## src/rtl/mc_main_fsm.sv

```systemverilog
// ---------------------------------------------------------------------------
// mc_main_fsm
// Main control state machine for the multicycle RV32I datapath. Sequences
// fetch / decode / execute / memory / writeback for lw, sw, R-type, I-type
// ALU, beq and jal; every other opcode parks the machine in TRAP until reset.
// All outputs are decoded from the current state. The exceptions are
// ir_write, pc_write and retire, which also follow mem_ready and zero within
// the same cycle.
//
// Ports
//   clk           rising-edge clock
//   rst_n         asynchronous active-low reset
//   opcode[6:0]   instr[6:0] from the instruction register
//   zero          ALU zero flag
//   mem_ready     memory access completes this cycle
//   alu_op[1:0]   to the ALU decoder: 00 add, 01 sub, 10 funct-decoded
//   alu_src_a     00 PC, 01 oldPC, 10 rd1
//   alu_src_b     00 rd2, 01 imm, 10 constant 4
//   result_src    00 ALUOut, 01 read data, 10 ALU result
//   adr_src       0 PC, 1 result
//   ir_write      instruction register load enable
//   pc_write      PC load enable
//   reg_write     register file write enable
//   mem_write     data memory write enable
//   retire        one-cycle pulse on the final cycle of each instruction
//   illegal_instr sticky trap flag
//   state_dbg     current state encoding
// ---------------------------------------------------------------------------
module mc_main_fsm #(
  parameter bit MEM_WAIT_EN = 1'b1
) (
  input  logic       clk,
  input  logic       rst_n,
  input  logic [6:0] opcode,
  input  logic       zero,
  input  logic       mem_ready,
  output logic [1:0] alu_op,
  output logic [1:0] alu_src_a,
  output logic [1:0] alu_src_b,
  output logic [1:0] result_src,
  output logic       adr_src,
  output logic       ir_write,
  output logic       pc_write,
  output logic       reg_write,
  output logic       mem_write,
  output logic       retire,
  output logic       illegal_instr,
  output logic [3:0] state_dbg
);

  localparam int unsigned STATE_W = 4;

  localparam logic [6:0] OP_LW   = 7'b0000011;
  localparam logic [6:0] OP_SW   = 7'b0100011;
  localparam logic [6:0] OP_R    = 7'b0110011;
  localparam logic [6:0] OP_I    = 7'b0010011;
  localparam logic [6:0] OP_BEQ  = 7'b1100011;
  localparam logic [6:0] OP_JAL  = 7'b1101111;

  localparam logic [1:0] ALU_ADD   = 2'b00;
  localparam logic [1:0] ALU_SUB   = 2'b01;
  localparam logic [1:0] ALU_FUNCT = 2'b10;

  localparam logic [1:0] SRCA_PC    = 2'b00;
  localparam logic [1:0] SRCA_OLDPC = 2'b01;
  localparam logic [1:0] SRCA_RD1   = 2'b10;

  localparam logic [1:0] SRCB_RD2  = 2'b00;
  localparam logic [1:0] SRCB_IMM  = 2'b01;
  localparam logic [1:0] SRCB_FOUR = 2'b10;

  localparam logic [1:0] RES_ALUOUT = 2'b00;
  localparam logic [1:0] RES_RDATA  = 2'b01;
  localparam logic [1:0] RES_ALURES = 2'b10;

  typedef enum logic [STATE_W-1:0] {
    S_FETCH    = 4'd0,
    S_DECODE   = 4'd1,
    S_MEMADR   = 4'd2,
    S_MEMREAD  = 4'd3,
    S_MEMWB    = 4'd4,
    S_MEMWRITE = 4'd5,
    S_EXECUTER = 4'd6,
    S_EXECUTEI = 4'd7,
    S_ALUWB    = 4'd8,
    S_BEQ      = 4'd9,
    S_JAL      = 4'd10,
    S_TRAP     = 4'd11
  } state_t;

  state_t state;
  state_t state_nxt;

  logic rdy;
  logic pc_update;
  logic branch;
  logic ir_write_d;
  logic reg_write_d;
  logic mem_write_d;
  logic retire_d;
  logic illegal_d;

  // With waiting disabled every memory access is treated as single-cycle.
  assign rdy = mem_ready | ~MEM_WAIT_EN;

  // State register.
  always_ff @(posedge clk or negedge rst_n) begin
    if (!rst_n) begin
      state <= S_FETCH;
    end else begin
      state <= state_nxt;
    end
  end

  // Next-state and per-state output decode.
  always_comb begin
    state_nxt   = S_FETCH;
    alu_op      = ALU_ADD;
    alu_src_a   = SRCA_PC;
    alu_src_b   = SRCB_RD2;
    result_src  = RES_ALUOUT;
    adr_src     = 1'b0;
    ir_write_d  = 1'b0;
    pc_update   = 1'b0;
    branch      = 1'b0;
    reg_write_d = 1'b0;
    mem_write_d = 1'b0;
    retire_d    = 1'b0;
    illegal_d   = 1'b0;

    case (state)
      S_FETCH: begin
        adr_src    = 1'b0;
        alu_src_a  = SRCA_PC;
        alu_src_b  = SRCB_FOUR;
        alu_op     = ALU_ADD;
        result_src = RES_ALURES;
        ir_write_d = rdy;
        pc_update  = rdy;
        state_nxt  = rdy ? S_DECODE : S_FETCH;
      end

      // ALUOut <= oldPC + imm so a following BEQ has its target ready.
      S_DECODE: begin
        alu_src_a = SRCA_OLDPC;
        alu_src_b = SRCB_IMM;
        alu_op    = ALU_ADD;
        case (opcode)
          OP_LW, OP_SW: state_nxt = S_MEMADR;
          OP_R:         state_nxt = S_EXECUTER;
          OP_I:         state_nxt = S_EXECUTEI;
          OP_BEQ:       state_nxt = S_BEQ;
          OP_JAL:       state_nxt = S_JAL;
          default:      state_nxt = S_TRAP;
        endcase
      end

      S_MEMADR: begin
        alu_src_a = SRCA_RD1;
        alu_src_b = SRCB_IMM;
        alu_op    = ALU_ADD;
        state_nxt = (opcode == OP_LW) ? S_MEMREAD : S_MEMWRITE;
      end

      S_MEMREAD: begin
        adr_src    = 1'b1;
        result_src = RES_ALUOUT;
        state_nxt  = rdy ? S_MEMWB : S_MEMREAD;
      end

      S_MEMWB: begin
        result_src  = RES_RDATA;
        reg_write_d = 1'b1;
        retire_d    = 1'b1;
        state_nxt   = S_FETCH;
      end

      // The write strobe is held until memory accepts it.
      S_MEMWRITE: begin
        adr_src     = 1'b1;
        result_src  = RES_ALUOUT;
        mem_write_d = 1'b1;
        retire_d    = rdy;
        state_nxt   = rdy ? S_FETCH : S_MEMWRITE;
      end

      S_EXECUTER: begin
        alu_src_a = SRCA_RD1;
        alu_src_b = SRCB_RD2;
        alu_op    = ALU_FUNCT;
        state_nxt = S_ALUWB;
      end

      S_EXECUTEI: begin
        alu_src_a = SRCA_RD1;
        alu_src_b = SRCB_IMM;
        alu_op    = ALU_FUNCT;
        state_nxt = S_ALUWB;
      end

      S_ALUWB: begin
        result_src  = RES_ALUOUT;
        reg_write_d = 1'b1;
        retire_d    = 1'b1;
        state_nxt   = S_FETCH;
      end

      // PC takes the precomputed target from ALUOut only when rs1 == rs2.
      S_BEQ: begin
        alu_src_a  = SRCA_RD1;
        alu_src_b  = SRCB_RD2;
        alu_op     = ALU_SUB;
        result_src = RES_ALUOUT;
        branch     = 1'b1;
        retire_d   = 1'b1;
        state_nxt  = S_FETCH;
      end

      // PC <= target from ALUOut while oldPC + 4 is formed for ALUWB.
      S_JAL: begin
        alu_src_a  = SRCA_OLDPC;
        alu_src_b  = SRCB_FOUR;
        alu_op     = ALU_ADD;
        result_src = RES_ALUOUT;
        pc_update  = 1'b1;
        state_nxt  = S_ALUWB;
      end

      S_TRAP: begin
        illegal_d = 1'b1;
        state_nxt = S_TRAP;
      end

      // Unused encodings fall back to FETCH.
      default: begin
        state_nxt = S_FETCH;
      end
    endcase
  end

  // Enables are forced low for the whole reset window, not only after the
  // state register has cleared.
  assign ir_write      = ir_write_d & rst_n;
  assign pc_write      = (pc_update | (branch & zero)) & rst_n;
  assign reg_write     = reg_write_d & rst_n;
  assign mem_write     = mem_write_d & rst_n;
  assign retire        = retire_d & rst_n;
  assign illegal_instr = illegal_d & rst_n;
  assign state_dbg     = STATE_W'(state);

endmodule

```

## config.mk

```make
export PLATFORM = sky130hd
export DESIGN_NAME = mc_main_fsm
export DESIGN_NICKNAME = d
export VERILOG_FILES = /design/src/rtl/mc_main_fsm.sv
export SDC_FILE = /design/constraint.sdc
export NUM_CORES = 1
export LEC_CHECK = 0
export ABC_CLOCK_PERIOD_IN_PS = 1500
export BUFFER_PORTS_ARGS = -buffer_cell sky130_fd_sc_hd__buf_2
export CORE_AREA = 2 2 39 41
export CTS_CLUSTER_SIZE = 12
export DETAILED_ROUTE_END_ITERATION = 7
export DIE_AREA = 0 0 41 43
export PLACE_DENSITY = 0.75
export SLEW_MARGIN = 20
export SYNTH_ARGS = -nofsm -noshare
export SYNTH_HDL_FRONTEND = slang
export SYNTH_SLANG_ARGS = --single-unit
```

## constraint.sdc

```tcl
create_clock -name clk -period 1.5 [get_ports clk]
set_clock_uncertainty 0.2 [all_clocks]
set_input_delay 0.15 -clock clk [delete_from_list [all_inputs] [get_ports clk]]
set_output_delay 0.15 -clock clk [all_outputs]
set_load 0.1 [all_outputs]
```

==> flow_metrics.tcl, run 1 <==
set metrics [dict create \
    dp_hpwl_um 2290 \
    synth_fp_nets 87 \
    io_pins 30 \
    io_buffers 29 \
    die_h_um 43 \
    syn_inst 76 \
    die_w_um 41 \
    start_util 0.401 \
    num_rows 14 \
    place_congestion 0.922 \
    status "did not finish" \
    yosysWarnings 0 \
    synth_area_um2 556 \
    yosysSeqAreaShare 0.180 \
    syn_area_per_cell_um2 7.31 \
    netlist-cell-type-count 34 \
    synth_seq_cells 4 \
    error_line "[ERROR DPL-0033] detailed placement checks failed during check placement." \
    failed_stage "detailed placement" \
]
==> kinds of logic after synthesis <==
logic type                share of synthesized area
xor gates and xnor gates                     0.0315
AOI/OAI and AO/OA                             0.200
and+or+nand+nor                               0.500
DFF                                           0.180
muxes                                        0.0203
buffers and inverters                        0.0676
==> cell usage after synthesis <==
library cell,n,area (µm²)
o211ai_1,3,22.5
nor3_2,2,20.0
dfrtp_1,4,100
mux2_2,1,11.3
buf_2,2,10.0
and4_1,1,8.76
clkbuf_2,1,5.00
a22o_1,1,8.76
a21oi_1,4,20.0
nor4_1,1,6.26
xnor2_1,1,8.76
inv_1,1,3.75
buf_6,1,11.3
nand2b_1,3,18.8
xor2_1,1,8.76
buf_4,1,7.51
nor2b_1,6,37.5
or3b_2,1,8.76
or4_4,2,22.5
nand2b_4,1,13.8
nor3b_1,2,15.0
or3_1,2,12.5
nor3_1,2,10.0
o21ai_0,3,15.0
o31ai_1,1,7.51
o21bai_1,1,7.51
o22ai_1,1,6.26
and3_1,2,12.5
a32oi_1,1,8.76
nand3b_1,1,7.51
nand2_1,12,45.0
nor2_1,7,26.3
o221ai_2,1,15.0
and2_1,2,12.5
==> through the flow <==
step | setup TNS (ps) | instance area, µm² | setup WS, ps
global placement | -1340 | 1340 | -170
floorplan | -8450 | 796 | -845
==> run 2: changes to the inputs <==
Settings changed: CORE_AREA 2 2 39 41 to 2 2 63 65, CTS_CLUSTER_SIZE 12 to not set, DIE_AREA 0 0 41 43 to 0 0 65 67, PLACE_DENSITY 0.75 to not set, PLACE_DENSITY_LB_ADDON set to 0.15.
==> run 2 against run 1 <==
  * The flow now finishes, with violations (negative setup slack)
  * Synthesized cell count unchanged
  * Synthesized area did not move
==> flow_metrics.tcl, run 2 <==
set metrics [dict create \
    vias 811 \
    fin_area_mm2 0.00159 \
    yosysSeqAreaShare 0.180 \
    r2r_end "state_dbg[2]$_DFF_PN0_" \
    hold_end "state_dbg[1]$_DFF_PN0_" \
    r2r-start "state_dbg[1]$_DFF_PN0_" \
    dp_hpwl_um 1710 \
    wirelength_um 2190 \
    insertion_delay_ps 220 \
    drt.antenna.violating_nets 0 \
    ys.flop_type "dfrtp_1" \
    io_pins 30 \
    io_buffers 29 \
    area_growth_pct 187 \
    die_w_um 65 \
    drive_gt1_frac 0.793 \
    met1_length_um 791 \
    yosysWarnings 0 \
    grt_pass1_vias 849 \
    clock_sinks 4 \
    grt_usage 0.109 \
    path_class "register to primary output" \
    hp-class "primary input to register" \
    synth_fp_nets 87 \
    finalMaxSlewViolations 0 \
    routed.top_layer "met4" \
    grt_max_degree 12 \
    syn_area_per_cell_um2 7.31 \
    coreArea_mm2 0.00361 \
    fin_ws_ps -360 \
    start_util 0.154 \
    antenna_found_initial 0 \
    status "finished with violations" \
    first_pass_iters 4 \
    synth-edff-count 0 \
    period_minus_slack_ps 1860 \
    grt_pass1_wl_um 3630 \
    htreeDepth 1 \
    fmax_ghz 0.538 \
    route.met3.wl_um 126 \
    place_congestion 0.782 \
    violations "negative setup slack" \
    num_antenna_cells 0 \
    gr-total-overflow 0 \
    wl_per_cell_um 12.0 \
    setup_viol 22 \
    hold_viol_final 0 \
    syn_inst 76 \
    cpMaxStageDelayCell "dfrtp_4" \
    async_flop_share 1.00 \
    path_cells "buf_6 -> xnor2_2 -> buf_4 -> nor3b_4 -> buf_12" \
    cts.reportedPaths.clkPinSlew_ps 30 \
    met2_length_um 1240 \
    cpPeakStageDelay_ps 480 \
    cts_root_buffer "clkbuf_8" \
    num_rows 22 \
    fill_cells 353 \
    drt_iter0_markers 14 \
    hp-start "opcode[2]" \
    period_share 1.24 \
    postPlaceCellArea_mm2 0.00140 \
    dieArea_mm2 0.00436 \
    path_max_fanout 4 \
    maxCapViolCount 0 \
    synth_seq_cells 4 \
    netlist-cell-type-count 34 \
    vias_per_cell 4.43 \
    crit_arrival_ps 1510 \
    worstPathRequired_ps 1150 \
    cts_tree "built" \
    rsz0062_at_grt "true" \
    hold_depth 3 \
    die_h_um 67 \
    cp-start-kind "register" \
    reg2reg_depth 6 \
    tightest_slew_ps 255 \
    clockBufferDepth 2 \
    rrSetupSlack_ps -240 \
    final_nets 148 \
    synth_area_leader_cell "dfrtp_1" \
    numCtsBuffers 3 \
    yosysTopAreaCellShare 0.180 \
    max_slew_margin 0.829 \
    critPathCaptureType "primary output" \
    drc_errors 0 \
    synth_area_um2 556 \
    mostFrequentLayoutCells "21 x buf_12, 21 x buf_4, 11 x buf_2" \
    synth_area_leaders "dfrtp_1 18%, nand2_1 8.1%, nor2b_1 6.8%" \
    largest_reg_flops 4 \
    synth_commonest_cells "12 x nand2_1, 7 x nor2_1, 6 x nor2b_1" \
    yosys.cell_count.top_type "nand2_1" \
]
-- run 2: cell counts after synthesis --
No cell type changed its count.
-- run 2: metal layers --
layer / global-route usage / vias up
met5: 0 / -
met4: 0.0718 / 0
met3: 0.0220 / 6
met2: 0.205 / 27
met1: 0.108 / 383
li1: - / 395
-- run 2: worst max-delay path: cells and delay by family (launching register included) --
kind / cells / cell delay [ps]
XOR/XNOR: 1 / 120
buffers and inverters: 3 / 470
flip-flops: 1 / 480
AND/OR/NAND/NOR: 1 / 210
-- run 2: area by class of cell --
class | count | area, µm² | share of cell area
Sequential cell | 4 | 115 | 0.0723
Clock buffer | 3 | 41.3 | 0.0259
Inverter | 1 | 6.26 | 0.00393
Timing Repair Buffer | 61 | 726 | 0.456
Multi-Input combinational cell | 66 | 644 | 0.405
Tap cell | 48 | 60.1 | 0.0377
-- run 2: worst max-delay path by stage --
| stage | depth (start not counted) | end | startpoint | slack [ps] |
|---|---|---|---|---|
| 5_1_grt | 6 | alu_src_a[0] | state_dbg[1]$_DFF_PN0_ | -410 |
| 3_5_place_dp | 3 | alu_src_b[0] | state_dbg[0]$_DFF_PN0_ | -190 |
| 4_1_cts | 6 | alu_src_a[0] | state_dbg[1]$_DFF_PN0_ | -370 |
| 2_1_floorplan | 3 | result_src[1] | state_dbg[1]$_DFF_PN0_ | -850 |
| 6_report | 5 | adr_src | state_dbg[2]$_DFF_PN0_ | -360 |
| 3_3_place_gp | 3 | alu_src_b[0] | state_dbg[0]$_DFF_PN0_ | -180 |
-- run 2: metrics by stage --
stage	setup TNS, ps	setup WS, ps	utilization	instances	hold WS (ps)
after global placement	-1740	-180	0.388	172	-197
final	-5470	-360	0.442	183	56.3
after floorplan	-8450	-845	-	76	-346
after detailed placement	-1740	-186	0.388	172	-197
after CTS	-5640	-372	0.420	179	40.4
after global routing	-6470	-406	0.442	183	69.0
-- run 2: what timing repair did --
item	CTS	global route
endpoints found under the hold margin	4	0
gates resized for setup	12	9
pin swaps	9	5
endpoints found under the setup margin	21	22
buffers inserted	3	4
hold buffers	1	0
-- run 2: kinds of logic after synthesis --
kind of cell | share of synthesized area
simple gates | 0.500
buf+inv | 0.0676
mux | 0.0203
compound gates | 0.200
xor+xnor | 0.0315
flops | 0.180
Power of run 2 is left out: the tool's default activity adds up to more than one toggle a clock period on the data nets, which glitch-free logic cannot reach.
==> run 3: changes to the inputs <==
Settings changed: ABC_CLOCK_PERIOD_IN_PS 1500 to 1600.
Clock period 1.5 ns to 1.6 ns, I/O delays scaled along.
==> run 3 against run 2 <==
  * Via count down 1.4%
  * Setup slack improved by 110 ps
  * Final cell count increased by 1.1%
  * Sequential share of layout area fell by 0.062 points
  * Sequential cell count stayed put
  * Critical endpoint is now pc_write
  * Critical path depth stayed put
  * The flow still finishes with violations (negative setup slack)
  * First-iteration DRC count fell by 50%
==> flow_metrics.tcl, run 3 (same netlist as run 2, synthesis figures left out) <==
set metrics [dict create \
    status "finished with violations" \
    violations "negative setup slack" \
    coreArea_mm2 0.00361 \
    clockBufferDepth 2 \
    gr-total-overflow 0 \
    placed_cells 175 \
    postPlaceCellArea_mm2 0.00141 \
    grt_max_degree 10 \
    wl_per_cell_um 11.7 \
    cpMaxStageDelayCell "dfrtp_4" \
    mostFrequentLayoutCells "22 x buf_4, 19 x buf_12, 11 x buf_2" \
    dieArea_mm2 0.00436 \
    grt_pass1_wl_um 3650 \
    clock_sinks 4 \
    fin_ws_ps -252 \
    insertion_delay_ps 220 \
    die_w_um 65 \
    period_share 1.16 \
    critPathCaptureType "primary output" \
    path_class "register to primary output" \
    area_growth_pct 189 \
    cp-start-kind "register" \
    tightest_slew_ps 285 \
    cpPeakStageDelay_ps 500 \
    cts_tree "built" \
    wirelength_um 2170 \
    rsz0062_at_grt "true" \
    fmax_ghz 0.540 \
    largest_reg_flops 4 \
    worstPathRequired_ps 1240 \
    crit_arrival_ps 1490 \
    period_minus_slack_ps 1850 \
    path_max_fanout 7 \
    io_buffers 29 \
    final_cells 185 \
    num_rows 22 \
    maxCapViolCount 0 \
    io_pins 30 \
    fill_cells 344 \
    endpoint "pc_write" \
    htreeDepth 1 \
    drt_iter0_markers 7 \
    final_nets 150 \
    r2r-start "state_dbg[1]$_DFF_PN0_" \
    antenna_found_initial 0 \
    reg2reg_depth 6 \
    rrSetupSlack_ps -180 \
    grt_pass1_vias 815 \
    final_common_cell "buf_4" \
    vias 800 \
    hp-class "primary input to register" \
    fin_area_mm2 0.00161 \
    die_h_um 67 \
    drc_errors 0 \
    numCtsBuffers 3 \
    dp_hpwl_um 1750 \
    num_antenna_cells 0 \
    r2r_end "state_dbg[2]$_DFF_PN0_" \
    startpoint "state_dbg[2]$_DFF_PN0_" \
    grt_usage 0.108 \
    place_congestion 0.767 \
    setup_viol 20 \
    vias_per_cell 4.32 \
    first_pass_iters 4 \
    max_slew_margin 0.810 \
    cts.reportedPaths.clkPinSlew_ps 30 \
    hold_viol_final 0 \
    path_cells "buf_8 -> nor2_4 -> and4_4 -> o21bai_4 -> buf_12" \
    drt.antenna.violating_nets 0 \
    start_util 0.154 \
    drive_gt1_frac 0.796 \
    cts_root_buffer "clkbuf_8" \
    finalMaxSlewViolations 0 \
]
run 3: cell count changes in the layout (fill, tap and decap cells not counted), sizes merged:
cell,change
buf,+2
run 3: area by class of cell:
cell class                      count  area, µm²  area share
Inverter                            1       6.26     0.00389
Multi-Input combinational cell     66        657       0.409
Sequential cell                     4        115      0.0717
Clock buffer                        3       41.3      0.0257
Timing Repair Buffer               63        727       0.452
Tap cell                           48       60.1      0.0374
run 3: worst min-delay path by stage:
stage                         start                      to  slack (ps)  depth (start not counted)
after global routing      opcode[2]  state_dbg[1]$_DFF_PN0_          70                          3
after CTS                 opcode[3]  state_dbg[1]$_DFF_PN0_          50                          3
after floorplan               rst_n  state_dbg[0]$_DFF_PN0_        -340                          0
after detailed placement      rst_n  state_dbg[1]$_DFF_PN0_        -180                          1
final                     opcode[2]  state_dbg[1]$_DFF_PN0_          50                          3
after global placement        rst_n  state_dbg[3]$_DFF_PN0_        -180                          1
run 3: worst max-delay path, delay by kind of cell, from the launching register on:
family,cells,cell delay [ps]
AOI/OAI and AO/OA,1,130
DFF,1,500
buffers and inverters,2,340
and+or+nand+nor,2,310
run 3: per-stage QoR:
step / util / worst slack (ps) / hold WS, ps / TNS (ps)
detailed placement: 0.391 / -100 / -184 / -585
finish: 0.446 / -252 / 46.4 / -3510
CTS: 0.430 / -272 / 49.1 / -3160
global placement: 0.391 / -89.7 / -183 / -489
floorplan: - / -755 / -336 / -6710
global route: 0.446 / -304 / 70.0 / -4540
run 3: per-layer routing:
metal / up-vias / wire length, µm / track usage
met1: 374 / 875 / 0.125
met4: 0 / 24 / 0.0399
li1: 401 / - / -
met2: 23 / 1170 / 0.201
met3: 2 / 104 / 0.0118
met5: - / 0 / 0
run 3: timing repair:
action	in CTS	in global routing
endpoints found under the setup margin	18	19
pin swaps	10	5
buffers inserted	2	3
hold endpoints to repair	4	0
gates resized for setup	19	8
cloned	1	0
hold buffers	1	0
Power of run 3 is left out for the same reason.
